--- src/rtl/mdu_pkg.sv ---
// Shared types and constants for the HI/LO multiply/divide unit.
package mdu_pkg;

  // Operation codes presented by the EX stage.
  typedef enum logic [2:0] {
    MDU_MULT  = 3'd0,
    MDU_MULTU = 3'd1,
    MDU_DIV   = 3'd2,
    MDU_DIVU  = 3'd3,
    MDU_MTHI  = 3'd4,
    MDU_MTLO  = 3'd5
  } mdu_op_t;

  // Controller states: MUL waits out the multiply latency, DIV iterates,
  // FIX applies the sign correction and writes HI/LO.
  typedef enum logic [1:0] {
    ST_IDLE = 2'd0,
    ST_MUL  = 2'd1,
    ST_DIV  = 2'd2,
    ST_FIX  = 2'd3
  } mdu_state_t;

  // Quotient bits produced by the divider, one per DIV-state cycle.
  localparam int DIV_ITERS = 32;

endpackage

--- src/rtl/mult_div_unit_div_core.sv ---
// Restoring divider datapath on unsigned magnitudes, one quotient bit per step, MSB first.
module div_core (
  input  logic        clk,
  input  logic        srst,
  input  logic        load,
  input  logic        step,
  input  logic [31:0] dividend,
  input  logic [31:0] divisor,
  output logic [31:0] quotient,
  output logic [31:0] remainder
);

  // quo_reg starts as the dividend; its MSB is shifted into the partial
  // remainder each step while the new quotient bit enters at the bottom.
  logic [31:0] rem_reg, rem_next;
  logic [31:0] quo_reg, quo_next;
  logic [31:0] dvs_reg, dvs_next;
  logic [32:0] shifted;
  logic        ge;

  // Datapath registers.
  always_ff @(posedge clk) begin
    if (srst) begin
      rem_reg <= '0;
      quo_reg <= '0;
      dvs_reg <= '0;
    end else begin
      rem_reg <= rem_next;
      quo_reg <= quo_next;
      dvs_reg <= dvs_next;
    end
  end

  // One restoring step: 33-bit partial remainder compared with the divisor.
  // The subtraction result is always below the divisor, so 32 bits suffice.
  always_comb begin
    rem_next = rem_reg;
    quo_next = quo_reg;
    dvs_next = dvs_reg;
    shifted  = {rem_reg, quo_reg[31]};
    ge       = (shifted >= {1'b0, dvs_reg});
    if (load) begin
      rem_next = '0;
      quo_next = dividend;
      dvs_next = divisor;
    end else if (step) begin
      rem_next = ge ? (shifted[31:0] - dvs_reg) : shifted[31:0];
      quo_next = {quo_reg[30:0], ge};
    end
  end

  assign quotient  = quo_reg;
  assign remainder = rem_reg;

endmodule

--- src/rtl/mult_div_unit.sv ---
// Iterative MIPS multiply/divide unit owning HI/LO and driving the stall request.
module mult_div_unit
  import mdu_pkg::*;
#(
  parameter int MUL_CYCLES = 4
) (
  input  logic        clk_i,
  input  logic        rst_i,
  input  logic        start_i,
  input  logic [2:0]  op_i,
  input  logic [31:0] a_i,
  input  logic [31:0] b_i,
  input  logic        flush_i,
  input  logic        hilo_rd_i,
  output logic        busy_o,
  output logic        stall_req_o,
  output logic [31:0] hi_o,
  output logic [31:0] lo_o
);

  mdu_op_t     op;
  mdu_state_t  state_reg, state_next;
  logic [4:0]  cnt_reg, cnt_next;
  logic [63:0] prod_reg, prod_next;
  logic        q_neg_reg, q_neg_next;
  logic        r_neg_reg, r_neg_next;
  logic [31:0] hi_reg, hi_next;
  logic [31:0] lo_reg, lo_next;
  logic        div_load, div_step;
  logic [31:0] dvd_mag, dvs_mag;
  logic [31:0] quo_mag, rem_mag;
  logic        mul_signed, div_signed;
  logic [63:0] ext_a, ext_b;

  assign op         = mdu_op_t'(op_i);
  assign mul_signed = (op == MDU_MULT);
  assign div_signed = (op == MDU_DIV);
  // Sign- or zero-extend to 64 bits so one multiplier serves MULT and MULTU.
  assign ext_a      = {{32{mul_signed & a_i[31]}}, a_i};
  assign ext_b      = {{32{mul_signed & b_i[31]}}, b_i};
  assign dvd_mag    = (div_signed && a_i[31]) ? (32'd0 - a_i) : a_i;
  assign dvs_mag    = (div_signed && b_i[31]) ? (32'd0 - b_i) : b_i;

  div_core u_div_core (
    .clk       (clk_i),
    .srst      (rst_i),
    .load      (div_load),
    .step      (div_step),
    .dividend  (dvd_mag),
    .divisor   (dvs_mag),
    .quotient  (quo_mag),
    .remainder (rem_mag)
  );

  // State, counter, held product, sign flags and HI/LO.
  always_ff @(posedge clk_i) begin
    if (rst_i) begin
      state_reg <= ST_IDLE;
      cnt_reg   <= '0;
      prod_reg  <= '0;
      q_neg_reg <= 1'b0;
      r_neg_reg <= 1'b0;
      hi_reg    <= '0;
      lo_reg    <= '0;
    end else begin
      state_reg <= state_next;
      cnt_reg   <= cnt_next;
      prod_reg  <= prod_next;
      q_neg_reg <= q_neg_next;
      r_neg_reg <= r_neg_next;
      hi_reg    <= hi_next;
      lo_reg    <= lo_next;
    end
  end

  // Acceptance, sequencing and result write-back.
  always_comb begin
    state_next = state_reg;
    cnt_next   = cnt_reg;
    prod_next  = prod_reg;
    q_neg_next = q_neg_reg;
    r_neg_next = r_neg_reg;
    hi_next    = hi_reg;
    lo_next    = lo_reg;
    div_load   = 1'b0;
    div_step   = 1'b0;
    case (state_reg)
      ST_IDLE: begin
        if (start_i && !flush_i) begin
          case (op)
            MDU_MULT, MDU_MULTU: begin
              prod_next  = ext_a * ext_b;
              cnt_next   = 5'(MUL_CYCLES - 1);
              state_next = ST_MUL;
            end
            MDU_DIV, MDU_DIVU: begin
              div_load   = 1'b1;
              // A zero divisor leaves the all-ones quotient un-negated.
              q_neg_next = div_signed && (a_i[31] ^ b_i[31]) && (b_i != 32'd0);
              r_neg_next = div_signed && a_i[31];
              cnt_next   = 5'(DIV_ITERS - 1);
              state_next = ST_DIV;
            end
            MDU_MTHI: hi_next = a_i;
            MDU_MTLO: lo_next = a_i;
            default: ;
          endcase
        end
      end
      ST_MUL: begin
        if (cnt_reg == 5'd0) begin
          {hi_next, lo_next} = prod_reg;
          state_next         = ST_IDLE;
        end else begin
          cnt_next = cnt_reg - 5'd1;
        end
      end
      ST_DIV: begin
        div_step = 1'b1;
        if (cnt_reg == 5'd0) begin
          state_next = ST_FIX;
        end else begin
          cnt_next = cnt_reg - 5'd1;
        end
      end
      ST_FIX: begin
        lo_next    = q_neg_reg ? (32'd0 - quo_mag) : quo_mag;
        hi_next    = r_neg_reg ? (32'd0 - rem_mag) : rem_mag;
        state_next = ST_IDLE;
      end
      default: state_next = ST_IDLE;
    endcase
  end

  assign busy_o      = (state_reg != ST_IDLE);
  assign stall_req_o = busy_o && (start_i || hilo_rd_i);
  assign hi_o        = hi_reg;
  assign lo_o        = lo_reg;

endmodule

--- config.mk ---
export PLATFORM = sky130hd
export DESIGN_NAME = mult_div_unit
export DESIGN_NICKNAME = d
export VERILOG_FILES = /design/src/rtl/mdu_pkg.sv /design/src/rtl/mult_div_unit_div_core.sv /design/src/rtl/mult_div_unit.sv
export SDC_FILE = /design/constraint.sdc
export NUM_CORES = 2
export LEC_CHECK = 0
export ABC_AREA = 1
export CORE_MARGIN = 4
export CORE_UTILIZATION = 66
export CTS_BUF_LIST = sky130_fd_sc_hd__clkbuf_16
export DETAILED_ROUTE_END_ITERATION = 16
export PLACE_DENSITY = 0.89
export SLEW_MARGIN = 20
export SYNTH_ARGS = -nofsm -noshare
export SYNTH_HDL_FRONTEND = slang
export SYNTH_SLANG_ARGS = --single-unit
export TNS_END_PERCENT = 50
--- constraint.sdc ---
create_clock -name clk_i -period 12.5 [get_ports clk_i]
set_clock_uncertainty 0.2 [all_clocks]
set_input_delay 3.75 -clock clk_i [delete_from_list [all_inputs] [get_ports clk_i]]
set_output_delay 3.75 -clock clk_i [all_outputs]
set_load 0.1 [all_outputs]
* Word-level counts from Yosys, hierarchy flattened *
Cells that the tools add are included.

operators by class
  add/subtract/negate cells = 6
  multiply operators = 1
  div/mod/pow operators = 0
  order comparisons = 1
  eq/ne operators = 15
  shift-type cells = 0
  muxes and demuxes = 28
  bitwise logic cells = 3
  reduce and logical (&&, ||, !) cells = 26

operators with widths
  kind                                                  count
  two-way mux 32 bit                                    13
  case mux 32 bit (3 select lines)                      2
  subtractor 1 x 32 -> 32 bit (first input constant)    4
  multiplier 33 x 33 -> 64 bit                          1
  greater-or-equal comparator 33 x 32 -> 1 bit          1
  nonzero test 32 bit                                   1
  subtractor 32 bit                                     1
  case mux 5 bit (2 select lines)                       2
  AND reduction 4 bit                                   4
  two-way mux 5 bit                                     2
  != test 2 bit (second input constant)                 4
  case mux 2 bit (4 select lines)                       1
  OR reduction 2 bit                                    4
  equality test 3 x 2 -> 1 bit (second input constant)  2
  equality test 3 bit (second input constant)           2
  logical AND 1 bit                                     6
  two-way mux 2 bit                                     3
  AND reduction 3 bit                                   2
  nonzero test 2 bit                                    3
  zero test 5 bit                                       1
  subtractor 5 x 1 -> 5 bit (second input constant)     1
  equality test 2 bit (second input constant)           2
  two-way mux 1 bit                                     4
  != test 2 x 1 -> 1 bit (second input constant)        2
  11 further kinds                                      12

storage, ports and cells
  flip-flop bits (word level) = 233
  latch bits = 0
  RAM bits = 0
  ROM bits = 0
  bits of input ports = 72
  output and inout bits = 66
  word-level logic and storage cells = 90
  memories kept = 0

* Depth between registers and ports, before layout *
  word-level depth = 6
  mapped depth = 36
  gate-level depth less buffers = 34

* Hierarchy *
A second synthesis with hierarchy kept.

unflattened totals
  cells, all modules = 7581
  area, all modules = 55988.7 um^2

modules (own cells, without submodules)
  module         instances  cells each  area each (um^2)  sequential area each (um^2)
  mult_div_unit  1          6515        49307.3           2742.6
  div_core       1          1066        6681.4            1921.8

* Worst setup path after synthesis *
No wires, ideal clock.

  path kind = input-to-reg
  from = input port op_i[1]
  to = register prod_reg[62]
  library setup time = 0.109 ns
  arrival time = 10.851 ns
  required time = 12.191 ns
  setup slack = 1.340 ns
  stages = 29
  buffers on the path = 2
  cell sequence = nor2_1 nand2_1 clkbuf_1 buf_1 nor2_1 fa_1 inv_1 fa_1 inv_1 fa_1 inv_1 fa_1 fa_1 fa_1 inv_1 fa_1 inv_1 fa_1 inv_1 ha_1 inv_1 nor3_1 nand2_1 nor4_1 nand2_1 nand3_1 nand3_1 nand2_1 inv_1

on the way
  word-level cells in the longest chain between the ends = 3
  elaborated cells between the ends (all ways) = 7
  classes of those cells = mul (1); eq/ne (1); bitwise (2); reduce/logical (3)

ends and longest elaborated chain
  item                                                                 line                                      text
  from (decl)                                                          mult_div_unit.sv:10                       input logic [2:0] op_i,
  zero test 3 bit or equality test 3 x 1 -> 1 bit (tied branches)      mult_div_unit.sv:36, mult_div_unit.sv:90
  bitwise AND 1 bit, or another cell as far along                      mult_div_unit.sv:39                       assign ext_a = {{32{mul_signed & a_i[31]}}, a_i};
  multiplier 33 x 33 -> 64 bit or AND reduction 3 bit (tied branches)  n/a
  to (signal assigned)                                                 mult_div_unit.sv:68                       prod_reg <= prod_next;
  to (decl)                                                            mult_div_unit.sv:24                       logic [63:0] prod_reg, prod_next;

Several ways; a longest one is shown, not always the timed one.
A chain may end at the register's enable or synchronous reset.

* Worst setup path after layout *
  from = input port b_i[6]
  to = register prod_reg[59]

on the way
  word-level cells in the longest chain between the ends = 1

ends and longest elaborated chain
  item                          line                 text
  from (decl)                   mult_div_unit.sv:12  input logic [31:0] b_i,
  multiplier 33 x 33 -> 64 bit  mult_div_unit.sv:92  prod_next = ext_a * ext_b;

No other way between the ends.

==> reports/metrics.csv <==
stage;metric;value;unit
run_status;status;completed;
floorplan;die area;0.0893;mm²
timing;f_max;84.5;MHz
detailed_routing;1st-iter DRT viols;5142;
synthesis;EDFF count, synth;0;
synthesis;ys flop type;dfxtp_1;
grt;number of global-route vias before repair;54800;
place;RD Place Congestion;1.07;
timing;worst-margin pin slew;1.17;ns
detailed_routing;DR WL/cell;23.1;µm
floorplan;die width;299;µm
critical_path;maximum fanout along the worst path;12;
detailed_routing;routed vias/inst;5.90;
critical_path;CP endpoint kind;register;
grt;largest net degree at the start of global routing;75;
grt;GRT Total Usage;45.9;%
critical_path;critical path class;primary input to register;
timing;final hold violations;0;
critical_path;crit path DAT;12.10;ns
floorplan;# IOs;138;
timing;Tmin final;11.83;ns
clock_network;Post-CTS Setup Inserts;0;
place;hpwl dp;165000;µm
synthesis;post-synth top area share;40.4;%
timing;unrepaired setup endpoints after global routing;false;
timing;Pins Over Slew Limit;0;
synthesis;asr flop ratio synth;0;%
worst_hold_path;Hold/Removal Path Class;register to register;
timing;final setup fails;0;
detailed_routing;Post-Route WL;202000;µm
clock_network;cts hold-fix bufs;0;
grt;initial antenna violation count;12;
synthesis;Synth area leader;fa_1;
detailed_routing;Routed Antenna Nets;0;
timing;final period utilization;94.7;%
floorplan;Die H;299;µm
layout;nets@finish;9054;
layout;share of layout cells above drive strength 1;4.08;%
layout;Post-Layout Inst Area;0.0594;mm²
timing;Rel. slew slack;21.9;%
clock_network;Reg clk slew, reported paths;0.06;ns
synthesis;Mapped Nets;9098;
clock_network;total CTS buffers;28;
clock_network;Root Buffer Master;clkbuf_16;
clock_network;clock sinks;233;
place;area post-placement;0.0585;mm²
synthesis;synth warn;0;
synthesis;Mapped Cells;7645;
layout;Area Growth Syn to Fin;6.49;%
clock_network;clock latency on the worst-skew pair;0.57;ns
floorplan;Initial Utilization;66.7;%
clock_network;post-cts resize count;0;
critical_path;worst path required time;12.77;ns
floorplan;Core Area;0.0837;mm²
grt;global-route wire length before repair;313000;µm
synthesis;top post-synthesis cells by area;fa_1 (40%), inv_1 (13%), nand2_1 (13%), dfxtp_1 (8.4%), ha_1 (5.7%);
synthesis;post-synthesis area per instance;7.30;µm²
grt;grt ovf;0;
place;PortBufs;137;
detailed_routing;first-pass detailed-route iteration total;7;
job;Max-Cap Viols;0;
timing;Sum Neg Setup Slack;0;ns
detailed_routing;vias;51700;
detailed_routing;DRC viols;0;
layout;Largest register FFs;64;
clock_network;# H-tree levels;1;
synthesis;library cells used by synthesis;54;
synthesis;Synth Cell Area;0.0558;mm²
layout;fill count;6515;
critical_path;Startpoint Class;primary input;
clock_network;buffer depth of the longest clock path;3;
synthesis;post-synthesis sequential area ratio;8.36;%
floorplan;Row Count;106;
clock_network;CTS tree;built;
synthesis;post-synthesis sequential element count;233;
==> cell usage after synthesis, types with 24 or more instances <==
| master | instances |
|---|---|
| inv_1 | 1968 |
| nand2_1 | 1880 |
| fa_1 | 1126 |
| nor2_1 | 516 |
| nand3_1 | 291 |
| o21ai_0 | 277 |
| a21oi_1 | 272 |
| ha_1 | 255 |
| clkbuf_1 | 242 |
| dfxtp_1 | 233 |
| buf_1 | 65 |
| xor2_1 | 62 |
| buf_2 | 54 |
| nor3_1 | 42 |
| nand4_1 | 40 |
| a31oi_1 | 34 |
| a211oi_1 | 26 |
| o21bai_1 | 24 |
==> final timing paths <==
kind	from	endpoint	slack [ns]	cells past startpoint
max reg2reg	state_reg[1]$_SDFFE_PP0P_	hi_o[31]$_SDFFE_PP0P_	8.54	11
min	cnt_reg[0]$_SDFFE_PP0P_	cnt_reg[0]$_SDFFE_PP0P_	0.25	1
min reg2reg	cnt_reg[0]$_SDFFE_PP0P_	cnt_reg[0]$_SDFFE_PP0P_	0.25	1
max	b_i[6]	prod_reg[59]$_SDFFE_PP0P_	0.67	27
==> per-stage QoR <==
stage	utilization, %	setup WS [ns]	std cells	hold WS [ns]
2_1_floorplan	-	1.34	7645	0.222
3_3_place_gp	69.9	0.440	8705	0.246
3_5_place_dp	69.9	0.305	8705	0.242
4_1_cts	71.0	0.872	8756	0.251
5_1_grt	71.0	0.345	8759	0.282
6_report	71.0	0.666	8765	0.251
==> critical path, cell delays in order <==
cell             delay, ns
clkdlybuf4s50_1       0.92
nand2_1               0.23
nor2_1                0.29
fa_1                  0.45
inv_1                 0.25
fa_1                  0.50
inv_1                 0.22
fa_1                  0.51
fa_1                  0.52
inv_1                 0.49
fa_1                  0.55
fa_1                  0.58
fa_1                  0.43
fa_1                  0.50
inv_1                 0.04
ha_1                  0.34
nand2_1               0.11
nor2_1                0.25
inv_1                 0.06
nor2_1                0.12
inv_1                 0.10
nor4_1                0.39
nand3_1               0.17
nand4_1               0.11
nand3_1               0.09
nand2_1               0.09
inv_1                 0.03
==> cells in the final DEF, fill, tap and decap left out, types with 22 or more instances in the layout <==
cell and instances:
inv_1 1967, nand2_1 1880, fa_1 1125, nor2_1 516
nand3_1 291, o21ai_0 277, a21oi_1 272, ha_1 254
dfxtp_1 233, buf_4 138, clkdlybuf4s50_1 118, xor2_1 62
nor3_1 42, nand4_1 40, a31oi_1 34, clkbuf_16 29
o21bai_1 24, nand3_2 23, xnor2_1 22, a211oi_1 22
==> layout make-up <==
cell class                      count  area, µm²  share of cell area (%)
Timing Repair Buffer              295       2710                    4.56
Multi-Input combinational cell   5056      42200                    71.0
Clock inverter                     22        210                   0.354
Antenna cell                        9       22.5                  0.0379
Sequential cell                   233       4660                    7.85
Inverter                         1987       7460                    12.5
Clock buffer                       29        726                    1.22
Tap cell                         1134       1420                    2.39
==> logic make-up after synthesis <==
| logic type | synth area share, % |
|---|---|
| AO/OA/AOI/OAI | 7.20 |
| XOR/XNOR | 1.32 |
| adder cells (fa/ha/maj) | 46.1 |
| buffers and inverters | 16.0 |
| flip-flops | 8.36 |
| AND/OR/NAND/NOR | 21.0 |
==> metal layers <==
layer | global-route usage, % | up-vias | part of all wire, %
li1 | - | 22300 | -
met1 | 52.9 | 24800 | 33
met2 | 73.2 | 3461 | 45
met3 | 14.3 | 1131 | 12
met4 | 32.4 | 12 | 9.4
met5 | 0 | - | 0.038
Power is left out: the tool's default activity adds up to more than one toggle a clock period on the data nets, which glitch-free logic cannot reach.
